`config.mk`:
```
export PLATFORM = sky130hd
export DESIGN_NAME = tremolo_modulator
export DESIGN_NICKNAME = d
export VERILOG_FILES = /design/src/rtl/tremolo_modulator.sv
export SDC_FILE = /design/constraint.sdc
export NUM_CORES = 1
export LEC_CHECK = 0
export BUFFER_PORTS_ARGS = -buffer_cell sky130_fd_sc_hd__clkbuf_2
export CORE_MARGIN = 2
export CORE_UTILIZATION = 40
export DETAILED_ROUTE_END_ITERATION = 8
export SETUP_SLACK_MARGIN = 0.2
export SYNTH_ARGS = -nofsm -noshare
export SYNTH_HDL_FRONTEND = slang
export SYNTH_SLANG_ARGS = --single-unit
```
`constraint.sdc`:
```
create_clock -name i_clk -period 8.1 [get_ports i_clk]
set_clock_uncertainty 0.05 [all_clocks]
set_input_delay 1.62 -clock i_clk [delete_from_list [all_inputs] [get_ports i_clk]]
set_output_delay 1.62 -clock i_clk [all_outputs]
set_load 0.02 [all_outputs]
```
`src/rtl/tremolo_modulator.sv`:
```
// Tremolo modulator: start/stop control of an external triangle LFO plus a
// fixed-latency gain pipeline that scales audio samples by the LFO-derived gain.
module tremolo_modulator (
  input  logic        i_clk,
  input  logic        i_rst_n,
  input  logic        i_start,
  input  logic        i_stop,
  input  logic [1:0]  i_freq,
  input  logic [1:0]  i_depth,
  input  logic        i_valid,
  input  logic [15:0] i_sample,
  input  logic [15:0] i_tri,
  output logic        o_lfo_start,
  output logic        o_lfo_stop,
  output logic [1:0]  o_lfo_freq,
  output logic        o_valid,
  output logic [15:0] o_sample
);

  localparam int unsigned SW = 16;
  localparam int unsigned GW = 15;
  localparam int unsigned PW = 32;
  localparam int unsigned DW = 2;
  localparam int unsigned FW = 2;

  typedef enum logic {S_IDLE = 1'b0, S_RUN = 1'b1} state_e;

  state_e         state_q, state_d;
  logic [DW-1:0]  depth_q, depth_d;
  logic [FW-1:0]  freq_q, freq_d;
  logic           start_q, start_d;
  logic           stop_q, stop_d;
  logic [DW-1:0]  eff_depth;

  logic                 s1_valid_q;
  logic signed [SW-1:0] s1_sample_q;
  logic [SW-1:0]        s1_tri_q;
  logic [DW-1:0]        s1_depth_q;

  logic [SW-1:0]        tri_off;
  logic [GW-1:0]        lfo, att, satt, gain;

  logic                 s2_valid_q;
  logic signed [SW-1:0] s2_sample_q;
  logic [GW-1:0]        s2_gain_q;
  logic                 s2_bypass_q;

  logic signed [PW-1:0] prod;
  logic [SW-1:0]        out_sample_d;
  logic                 out_valid_q;
  logic [SW-1:0]        out_sample_q;
  logic                 calc_unused;

  // Control state register
  always_ff @(posedge i_clk) begin
    if (!i_rst_n) state_q <= S_IDLE;
    else          state_q <= state_d;
  end

  // Next-state: stop dominates start; start only honoured when idle
  always_comb begin
    state_d = state_q;
    case (state_q)
      S_IDLE:  if (i_start && !i_stop) state_d = S_RUN;
      S_RUN:   if (i_stop)             state_d = S_IDLE;
      default: state_d = S_IDLE;
    endcase
  end

  // Control outputs: latch settings and form one-cycle LFO pulses
  always_comb begin
    depth_d = depth_q;
    freq_d  = freq_q;
    start_d = 1'b0;
    stop_d  = 1'b0;
    if (state_q == S_IDLE && i_start && !i_stop) begin
      depth_d = i_depth;
      freq_d  = i_freq;
      start_d = 1'b1;
    end
    if (state_q == S_RUN && i_stop) stop_d = 1'b1;
  end

  // Registered control outputs
  always_ff @(posedge i_clk) begin
    if (!i_rst_n) begin
      depth_q <= '0;
      freq_q  <= '0;
      start_q <= 1'b0;
      stop_q  <= 1'b0;
    end else begin
      depth_q <= depth_d;
      freq_q  <= freq_d;
      start_q <= start_d;
      stop_q  <= stop_d;
    end
  end

  assign eff_depth = (state_q == S_RUN) ? depth_q : DW'(0);

  // Stage 1: capture sample, LFO value and the depth in force right now
  always_ff @(posedge i_clk) begin
    if (!i_rst_n) begin
      s1_valid_q  <= 1'b0;
      s1_sample_q <= '0;
      s1_tri_q    <= '0;
      s1_depth_q  <= '0;
    end else begin
      s1_valid_q <= i_valid;
      if (i_valid) begin
        s1_sample_q <= $signed(i_sample);
        s1_tri_q    <= i_tri;
        s1_depth_q  <= eff_depth;
      end
    end
  end

  // Gain from LFO: offset-binary conversion, attenuation scaled by depth
  always_comb begin
    tri_off = s1_tri_q ^ 16'h8000;
    lfo     = tri_off[SW-1:1];
    att     = GW'(15'h7FFF - lfo);
    case (s1_depth_q)
      2'd1:    satt = att >> 2;
      2'd2:    satt = att >> 1;
      default: satt = att;
    endcase
    gain = GW'(15'h7FFF - satt);
  end

  // Stage 2: hold sample with its gain and bypass flag
  always_ff @(posedge i_clk) begin
    if (!i_rst_n) begin
      s2_valid_q  <= 1'b0;
      s2_sample_q <= '0;
      s2_gain_q   <= '0;
      s2_bypass_q <= 1'b0;
    end else begin
      s2_valid_q <= s1_valid_q;
      if (s1_valid_q) begin
        s2_sample_q <= s1_sample_q;
        s2_gain_q   <= gain;
        s2_bypass_q <= (s1_depth_q == DW'(0));
      end
    end
  end

  // Signed product with zero-extended gain, rescaled by 2^-15 (floor)
  always_comb begin
    prod         = PW'(s2_sample_q) * PW'($signed({1'b0, s2_gain_q}));
    out_sample_d = s2_bypass_q ? s2_sample_q : prod[30:15];
    calc_unused  = ^{prod[31], prod[14:0], tri_off[0]};
  end

  // Output register: sample held while no new result arrives
  always_ff @(posedge i_clk) begin
    if (!i_rst_n) begin
      out_valid_q  <= 1'b0;
      out_sample_q <= '0;
    end else begin
      out_valid_q <= s2_valid_q;
      if (s2_valid_q) out_sample_q <= out_sample_d;
    end
  end

  assign o_lfo_start = start_q;
  assign o_lfo_stop  = stop_q;
  assign o_lfo_freq  = freq_q;
  assign o_valid     = out_valid_q;
  assign o_sample    = out_sample_q;

endmodule
```
Yosys cells after proc, flatten, opt, wreduce, memory -nomap -nowiden
Cells that the tools add are included.

Memories: 0. RAM bits: 0. Bits in registers: 92. ROM bits: 0. Output and inout port bits: 21. Bits of input ports: 41. Bits in latches: 0.

Shift operators: 0. Magnitude comparators: 0. Multiplexer cells: 8. Multiply operators: 1. Bitwise operators: 2. Add/subtract/negate cells: 2. Reduce and logical (&&, ||, !) cells: 6. Divide/modulo/power cells: 0. Equal/unequal tests: 2.

Operators with widths (count): 16-bit by 16-bit multiplier with 31-bit output (1); 15-bit one-hot mux with 2 select lines (1); 15-bit subtractor, first input constant (2); 16-bit 2-to-1 mux (1); 1-bit logical AND (4); 1-bit 2-to-1 mux (4); 2-bit by 1-bit equality test with 1-bit output, second input constant (1); 2-bit equality test, second input constant (1); 2-bit zero test (1); 2-bit 2-to-1 mux (1); 1-bit inverter (2); 1-bit one-hot mux with 2 select lines (1); 1-bit zero test (1).

Longest topological paths before layout
Gate-level depths: netlist (run 1).

Depth in word-level cells: 4. Mapped depth: 25. Depth with buffers taken out: 22.

Worst setup path after synthesis (run 1)
No wires, ideal clock.

Kind: register to register. From: register s2_sample_q[15]. To: register out_sample_q[10], in the netlist o_sample[10]. Data required time: 7980 ps. Setup slack: 2098 ps. Arrival: 5882 ps. Cell stages (with the launch flop): 21. Cells stage by stage: dfxtp_1 clkbuf_1 clkbuf_1 nand2_1 fa_1 fa_1 inv_1 fa_1 fa_1 fa_1 inv_1 fa_1 inv_1 ha_1 a21o_1 a21o_1 a21oi_1 mux2_2 o211ai_1 o211ai_1 a21oi_1.

Longest elaborated chain between the ends: 2.

Ends and longest elaborated chain: start: declaration (line 44) `logic signed [SW-1:0] s2_sample_q;`; start signal: assignment (line 141) `s2_sample_q <= s1_sample_q;`; 16-bit by 16-bit multiplier with 31-bit output (line 150) `prod = PW'(s2_sample_q) * PW'($signed({1'b0, s2_gain_q}));`; 16-bit 2-to-1 mux (line 151) `out_sample_d = s2_bypass_q ? s2_sample_q : prod[30:15];`; end signal: assignment (line 162) `if (s2_valid_q) out_sample_q <= out_sample_d;`; end: declaration (line 51) `logic [SW-1:0] out_sample_q;`.

Every way passes these cells. A chain may end at the register's enable or synchronous reset.

Worst setup path in the final report (run 1)
From: register s2_gain_q[3]. To: register out_sample_q[12], in the netlist o_sample[12].

Longest elaborated chain between the ends: 2.

Ends and longest elaborated chain: start: declaration (line 45) `logic [GW-1:0] s2_gain_q;`; start signal: assignment (line 142) `s2_gain_q <= gain;`; 16-bit by 16-bit multiplier with 31-bit output (line 150); 16-bit 2-to-1 mux (line 151).

Every way passes these cells.

==> results of run 1 <==
sequential cells by signal, summed over array words and instances, names as in the netlist, 2 cells and up:
register     flops
depth_q          2
s2_sample_q     16
o_sample        16
o_lfo_freq       2
s1_tri_q        15
s1_sample_q     16
s1_depth_q       2
s2_gain_q       15
per-layer routing:
layer	vias to the layer above	GRT usage
met5	-	0
li1	4267	-
met4	0	0.0488
met3	33	0.0195
met1	4747	0.260
met2	180	0.342
through the flow:
step	hold slack [ps]	cell area [um2]	instances
after floorplan	404	12600	1385
after global placement	423	13300	1792
after detailed placement	432	13300	1792
after CTS	441	13600	1807
after global routing	467	13600	1807
final	438	13600	1807
kinds of logic (layout without fill, tap and decap cells):
kind of cell             after synthesis  count (layout)
multiplexers                          61              61
buffers and inverters                354             374
AO/OA/AOI/OAI                        129             129
flip-flops                            91              91
adder cells (fa/ha/maj)              319             319
AND/OR/NAND/NOR                      406             406
XOR/XNOR                              25              25
path summary, 6_finish.rpt:
path                     start            to  slack, ps
hold / removal     s1_tri_q[1]  s2_gain_q[0]        440
setup reg to reg  s2_gain_q[3]  o_sample[12]       1220
setup / recovery  s2_gain_q[3]  o_sample[12]       1220
hold reg to reg    s1_tri_q[1]  s2_gain_q[0]        440
report_power, final:
part           switching [mW]  internal, mW
clock                   0.179         0.247
sequential             0.0548         0.469
combinational           0.103        0.0758
critical path, stage by stage (launching register included):
cell	delay, ps
dfxtp_1	900
nand2_1	150
fa_1	550
fa_1	710
inv_1	220
fa_1	500
fa_1	530
fa_1	490
inv_1	40
fa_1	470
inv_1	40
ha_1	400
nand2_1	210
or3_1	410
o32ai_1	490
o21ai_1	240
xor2_1	200
o22ai_1	180
placed cells by master (no fill, tap or decap), drive strengths merged, types with 3 or more instances in the layout:
cell / instances
xor2: 12
nand4: 5
o211ai: 6
o22ai: 5
a21oi: 35
o221ai: 17
clkbuf: 70
nor2b: 9
nand3: 9
clkinvlp: 3
a221oi: 3
and3: 7
a21o: 13
dfxtp: 91
a211oi: 5
xnor2: 13
a311oi: 14
and2: 125
nand2: 154
fa: 240
nand2b: 5
nor2: 79
nor3: 9
buf: 12
o21ai: 15
a31oi: 3
o21bai: 3
mux2i: 60
ha: 79
inv: 288
layout make-up:
class                      count  area, um2
sequential                    91       1820
tap                          402        503
timing repair buffer          72        390
clock inverter                 5       61.3
clock buffer                  10        239
inverter                     287       1080
multi-input combinational    940       9490
fill                        3075      17700
synth_stat cells, drive strengths merged (3+ instances only):
library cell,count
a21oi,35
inv,287
o22ai,5
and2,125
o21bai,3
nor2,79
dfxtp,91
a221oi,3
nand2b,5
a311oi,14
and3,7
nor3,9
o21ai,15
o211ai,6
o221ai,17
a31oi,3
clkbuf,62
fa,240
a211oi,5
nand4,5
a21o,13
buf,5
nand3,9
xor2,12
mux2i,60
nor2b,9
xnor2,13
ha,79
nand2,154
==> flow_metrics.env, run 1 <==
export IMPL_syn_nets=1745
export IMPL_finalPower_mw=1.13
export IMPL_port_buffers=60
export IMPL_post_cts_setup_buffers=0
export IMPL_dr_first_iter_drc_count=460
export IMPL_syn_inst=1385
export IMPL_dr_total_vias=9227
export IMPL_route_top_layer_used="met4"
export IMPL_overflow=0
export IMPL_synth_seq_cells=91
export IMPL_die_width_um=182
export IMPL_die_area_um2=33000
export IMPL_wire_per_inst_um=16.8
export IMPL_period_minus_slack_ps=6880
export IMPL_grt_max_degree=49
export IMPL_drt_pass1_iter_count=5
export IMPL_rows=65
export IMPL_yosys_area_top_type="fa_1"
export IMPL_grt_pass1_vias=9698
export IMPL_leakagePower_nw=6.75
export IMPL_synth_edf_count=0
export IMPL_cts_hold_buf=0
export IMPL_syn_mean_instance_area_um2=9.12
export IMPL_syn2layout_area_growth_pct=7.47
export IMPL_cap_violations=0
export IMPL_routed_via_density=5.11
export IMPL_drtAntennaViolNets=0
export IMPL_wl_met2_um=15100
export IMPL_die_h_um=182
export IMPL_synth_compound_area_frac=0.0729
export IMPL_ys_async_sr_fraction=0
export IMPL_wirelength_um=30300
export IMPL_core_area_um2=31300
export IMPL_num_antenna_cells=0
export IMPL_min_period_over_period=0.849
export IMPL_relSlewSlack=0.236
export IMPL_rsz0062_at_grt="no"
export IMPL_cts_buffers=9
export IMPL_fmax_ghz=0.145
export IMPL_synthMuxAreaShare=0.0484
export IMPL_drive_above_1_share=0.0712
export IMPL_finalSetupViolations=0
export IMPL_dp_slack_ps=1270
export IMPL_synth_area_um2=12600
export IMPL_grtUsageTotal=0.195
export IMPL_peakVddDrop_uv=145
export IMPL_cts_tree="yes"
export IMPL_slew_viol_final=0
export IMPL_synth_flop_cell="dfxtp_1"
export IMPL_hold_path_class="reg -> reg"
export IMPL_critPathLaunchType="flip-flop"
export IMPL_status="finished, final reports clean"
export IMPL_r2r_cells=17
export IMPL_dp_hpwl_um=23600
export IMPL_synth_top_family_by_area="adder cells"
export IMPL_drc=0
export IMPL_cts_root_buffer="clkbuf_16"
export IMPL_critPathRequiredTime_ps=8300
export IMPL_critical_path_class="reg -> reg"
export IMPL_ctsResizeCount=0
export IMPL_clockBufferDepth=2
export IMPL_synth_fa_ha_area_frac=0.458
export IMPL_whs_path_depth=2
export IMPL_hold_viol=0
export IMPL_htreeDepth=3
export IMPL_nets=1761
export IMPL_yosys_warnings=0
export IMPL_clk_pin_slew_ps=60
export IMPL_clk_latency_ps=350
export IMPL_boundaryPins=62
export IMPL_initial_core_util=0.404
export IMPL_grt_pass1_wl_um=50800
export IMPL_power_density_nw_per_um2=83.1
export IMPL_yosys_top_cells_area="fa_1 (38%), dfxtp_1 (14%), inv_1 (8.5%)"
export IMPL_clock_sinks=91
export IMPL_end_kind="flip-flop"
export IMPL_worst_slack_ps=1220
export IMPL_synth_distinct_cells=47
export IMPL_utilization=0.434
export IMPL_worst_slew_pin_slew_ps=1150
export IMPL_critPathArrivalTime_ps=7080
export IMPL_antenna_found_initial=0
export IMPL_m1WireLength_um=13500
export IMPL_wl_met3_um=1030
export IMPL_globalplace_congestion=0.874
export IMPL_synth_top_area_share=0.380
export IMPL_fin_setup_tns_ps=0
export IMPL_synth_xor_area_share=0.0173
export IMPL_synthSimpleGateAreaFrac=0.154
export IMPL_synth_seq_area_share=0.144
export IMPL_crit_fanout=17
Note: power is estimated with default switching activity, not from simulation.
==> run 2: changes to the inputs <==
==> constraint.sdc (replaced) <==
create_clock -name i_clk -period 5.76 [get_ports i_clk]
set_clock_uncertainty 0.05 [all_clocks]
set_input_delay 1.152 -clock i_clk [delete_from_list [all_inputs] [get_ports i_clk]]
set_output_delay 1.152 -clock i_clk [all_outputs]
set_load 0.02 [all_outputs]
==> run 2 against run 1 <==
The flow now finishes with violations (setup timing). Clock power up 48%. Largest cell class unchanged. Sequential cell count unchanged. Wire length grew 9.9%. Worst setup slack lost 1300 ps.
==> flow_metrics.env, run 2 (synthesized netlist as in run 1, its figures left out) <==
export IMPL_relSlewSlack=0.235
export IMPL_die_width_um=182
export IMPL_critPathArrivalTime_ps=5970
export IMPL_violations="setup timing"
export IMPL_grtUsageTotal=0.213
export IMPL_cap_violations=0
export IMPL_cts_tree="yes"
export IMPL_antenna_found_initial=0
export IMPL_slew_viol_final=0
export IMPL_leakagePower_nw=7.75
export IMPL_drtAntennaViolNets=0
export IMPL_worst_slack_ps=-39.4
export IMPL_clk_latency_ps=350
export IMPL_fin_setup_tns_ps=-148
export IMPL_worst_slew_pin_slew_ps=1150
export IMPL_p_comb_frac=0.235
export IMPL_r2r_cells=21
export IMPL_dr_total_vias=9953
export IMPL_final_cell_mix="inv_1 (268), fa_1 (228), nand2_1 (148)"
export IMPL_min_period_over_period=1.01
export IMPL_cpMaxStageDelayCell="fa_1"
export IMPL_whs_path_depth=2
export IMPL_switchingPower_mw=0.510
export IMPL_drive_above_1_share=0.243
export IMPL_clk_pin_slew_ps=70
export IMPL_drc=0
export IMPL_die_h_um=182
export IMPL_crit_fanout=8
export IMPL_grt_pass1_vias=10687
export IMPL_place_area_um2=14500
export IMPL_grt_max_degree=49
export IMPL_grt_pass1_wl_um=55400
export IMPL_drt_pass1_iter_count=5
export IMPL_period_minus_slack_ps=5800
export IMPL_dp_hpwl_um=26200
export IMPL_routed_via_density=5.03
export IMPL_end_kind="flip-flop"
export IMPL_cts_buffers=9
export IMPL_p_clk_frac=0.364
export IMPL_wirelength_um=33300
export IMPL_initial_core_util=0.404
export IMPL_p_seq_frac=0.400
export IMPL_port_buffers=60
export IMPL_fillerInstances=2893
export IMPL_rows=65
export IMPL_timing_rr_end="o_sample[12]"
export IMPL_hold_viol=0
export IMPL_die_area_um2=33000
export IMPL_r2r_start="s2_gain_q[2]"
export IMPL_utilization=0.503
export IMPL_peakVddDrop_uv=233
export IMPL_cp_top_family="adder cells"
export IMPL_clock_sinks=91
export IMPL_finalSetupViolations=6
export IMPL_worst_path_buf_inv=7
export IMPL_cp_cell_sequence="buf_12 > buf_6 > and2_4 > fa_1 > inv_2 > fa_1 > inv_1 > fa_1 > fa_1 > fa_1 > inv_2 > fa_1 > inv_2 > ha_4 > buf_6 > nand2_4 > or3_4 > o32ai_4 > o21ai_4 > xor2_1 > o22ai_1"
export IMPL_critical_path_max_stage_delay_ps=590
export IMPL_rsz0062_at_grt="yes"
export IMPL_core_area_um2=31300
export IMPL_wire_per_inst_um=16.9
export IMPL_critPathLaunchType="flip-flop"
export IMPL_power_density_nw_per_um2=110
export IMPL_globalplace_congestion=0.893
export IMPL_reg2reg_slack_ps=-40
export IMPL_fmax_ghz=0.172
export IMPL_clockBufferDepth=2
export IMPL_status="complete, but fails checks"
export IMPL_syn2layout_area_growth_pct=24.6
export IMPL_num_antenna_cells=0
export IMPL_critPathRequiredTime_ps=5930
export IMPL_p_int_mw=1.23
export IMPL_critical_path_class="reg -> reg"
export IMPL_hold_path_class="reg -> reg"
export IMPL_min_from="s1_depth_q[1]"
export IMPL_overflow=0
export IMPL_fin_area_um2=15700
export IMPL_boundaryPins=62
export IMPL_holdPathEnd="s1_depth_q[1]"
export IMPL_cts_root_buffer="clkbuf_16"
export IMPL_htreeDepth=3
export IMPL_nets=1931
export IMPL_dr_first_iter_drc_count=526
export IMPL_finalPower_mw=1.74
export IMPL_crit_path_frequent_cell="fa_1"
export IMPL_p_sw_frac=0.294
export IMPL_layout_commonest_cell="inv_1"
==> run 2: changes by cell type in the layout (fill, tap and decap cells not counted), moves of 15 or more <==
cell,previous run,this run
ha_4,0,15
buf_6,0,18
inv_2,1,17
inv_1,286,268
dfxtp_1,90,70
buf_4,12,145
ha_1,79,63
buf_12,0,17
==> run 2: layout make-up <==
cell class	instances	area (um2)	share of cell area
Clock buffer	10	229	0.0145
Inverter	287	1080	0.0689
Sequential cell	91	1880	0.119
Clock inverter	5	85.1	0.00540
Tap cell	402	503	0.0319
Multi-Input combinational cell	940	10000	0.635
Timing Repair Buffer	242	1960	0.125
==> run 2: what timing repair did <==
item                       4_1_cts  5_1_grt
gates resized for setup        112       56
pin swaps                       68       38
setup endpoints to repair       16       16
buffers inserted                24        8
hold buffers                     0        0
==> run 2: power by group through the flow <==
stage	clock network (mW)	logic [mW]	registers [mW]
after floorplan	0	0.201	0.699
after global placement	0	0.355	0.711
after detailed placement	0	0.360	0.712
after CTS	0.643	0.393	0.695
after global routing	0.670	0.448	0.698
final	0.632	0.408	0.695
==> run 2: how the worst max path moves through the flow <==
stage,startpoint,endpoint,slack [ps],cells past startpoint
5_1_grt,s2_gain_q[2],o_sample[8],-290,23
3_3_place_gp,s2_sample_q[14],o_sample[9],-240,17
6_report,s2_gain_q[2],o_sample[12],-40,21
4_1_cts,s2_gain_q[6],o_sample[8],4,22
2_1_floorplan,s2_gain_q[7],o_sample[8],210,20
3_5_place_dp,s2_sample_q[7],o_sample[6],-240,20
==> run 2: through the flow <==
| stage | std cells | hold slack (ps) | worst slack, ps |
|---|---|---|---|
| after floorplan | 1385 | 404 | 206 |
| after global placement | 1930 | 423 | -244 |
| after detailed placement | 1930 | 434 | -242 |
| after CTS | 1969 | 445 | 3.70 |
| after global routing | 1977 | 463 | -286 |
| final | 1977 | 440 | -39.4 |
==> run 2: per-layer routing <==
| metal | up-vias | GRT usage | part of all wire |
|---|---|---|---|
| li1 | 4611 | - | - |
| met1 | 5094 | 0.284 | 0.44 |
| met2 | 190 | 0.358 | 0.49 |
| met3 | 58 | 0.0251 | 0.036 |
| met4 | 0 | 0.0790 | 0.037 |
| met5 | - | 0 | 0 |
==> run 2: worst register-to-register path: cells and delay by family, from the launching register on <==
kind	cells	cell delay [ps]
adder cells (fa/ha/maj)	7	3410
AO/OA/AOI/OAI	3	590
buffers and inverters	7	560
AND/OR/NAND/NOR	3	540
flip-flops	1	350
XOR/XNOR	1	180
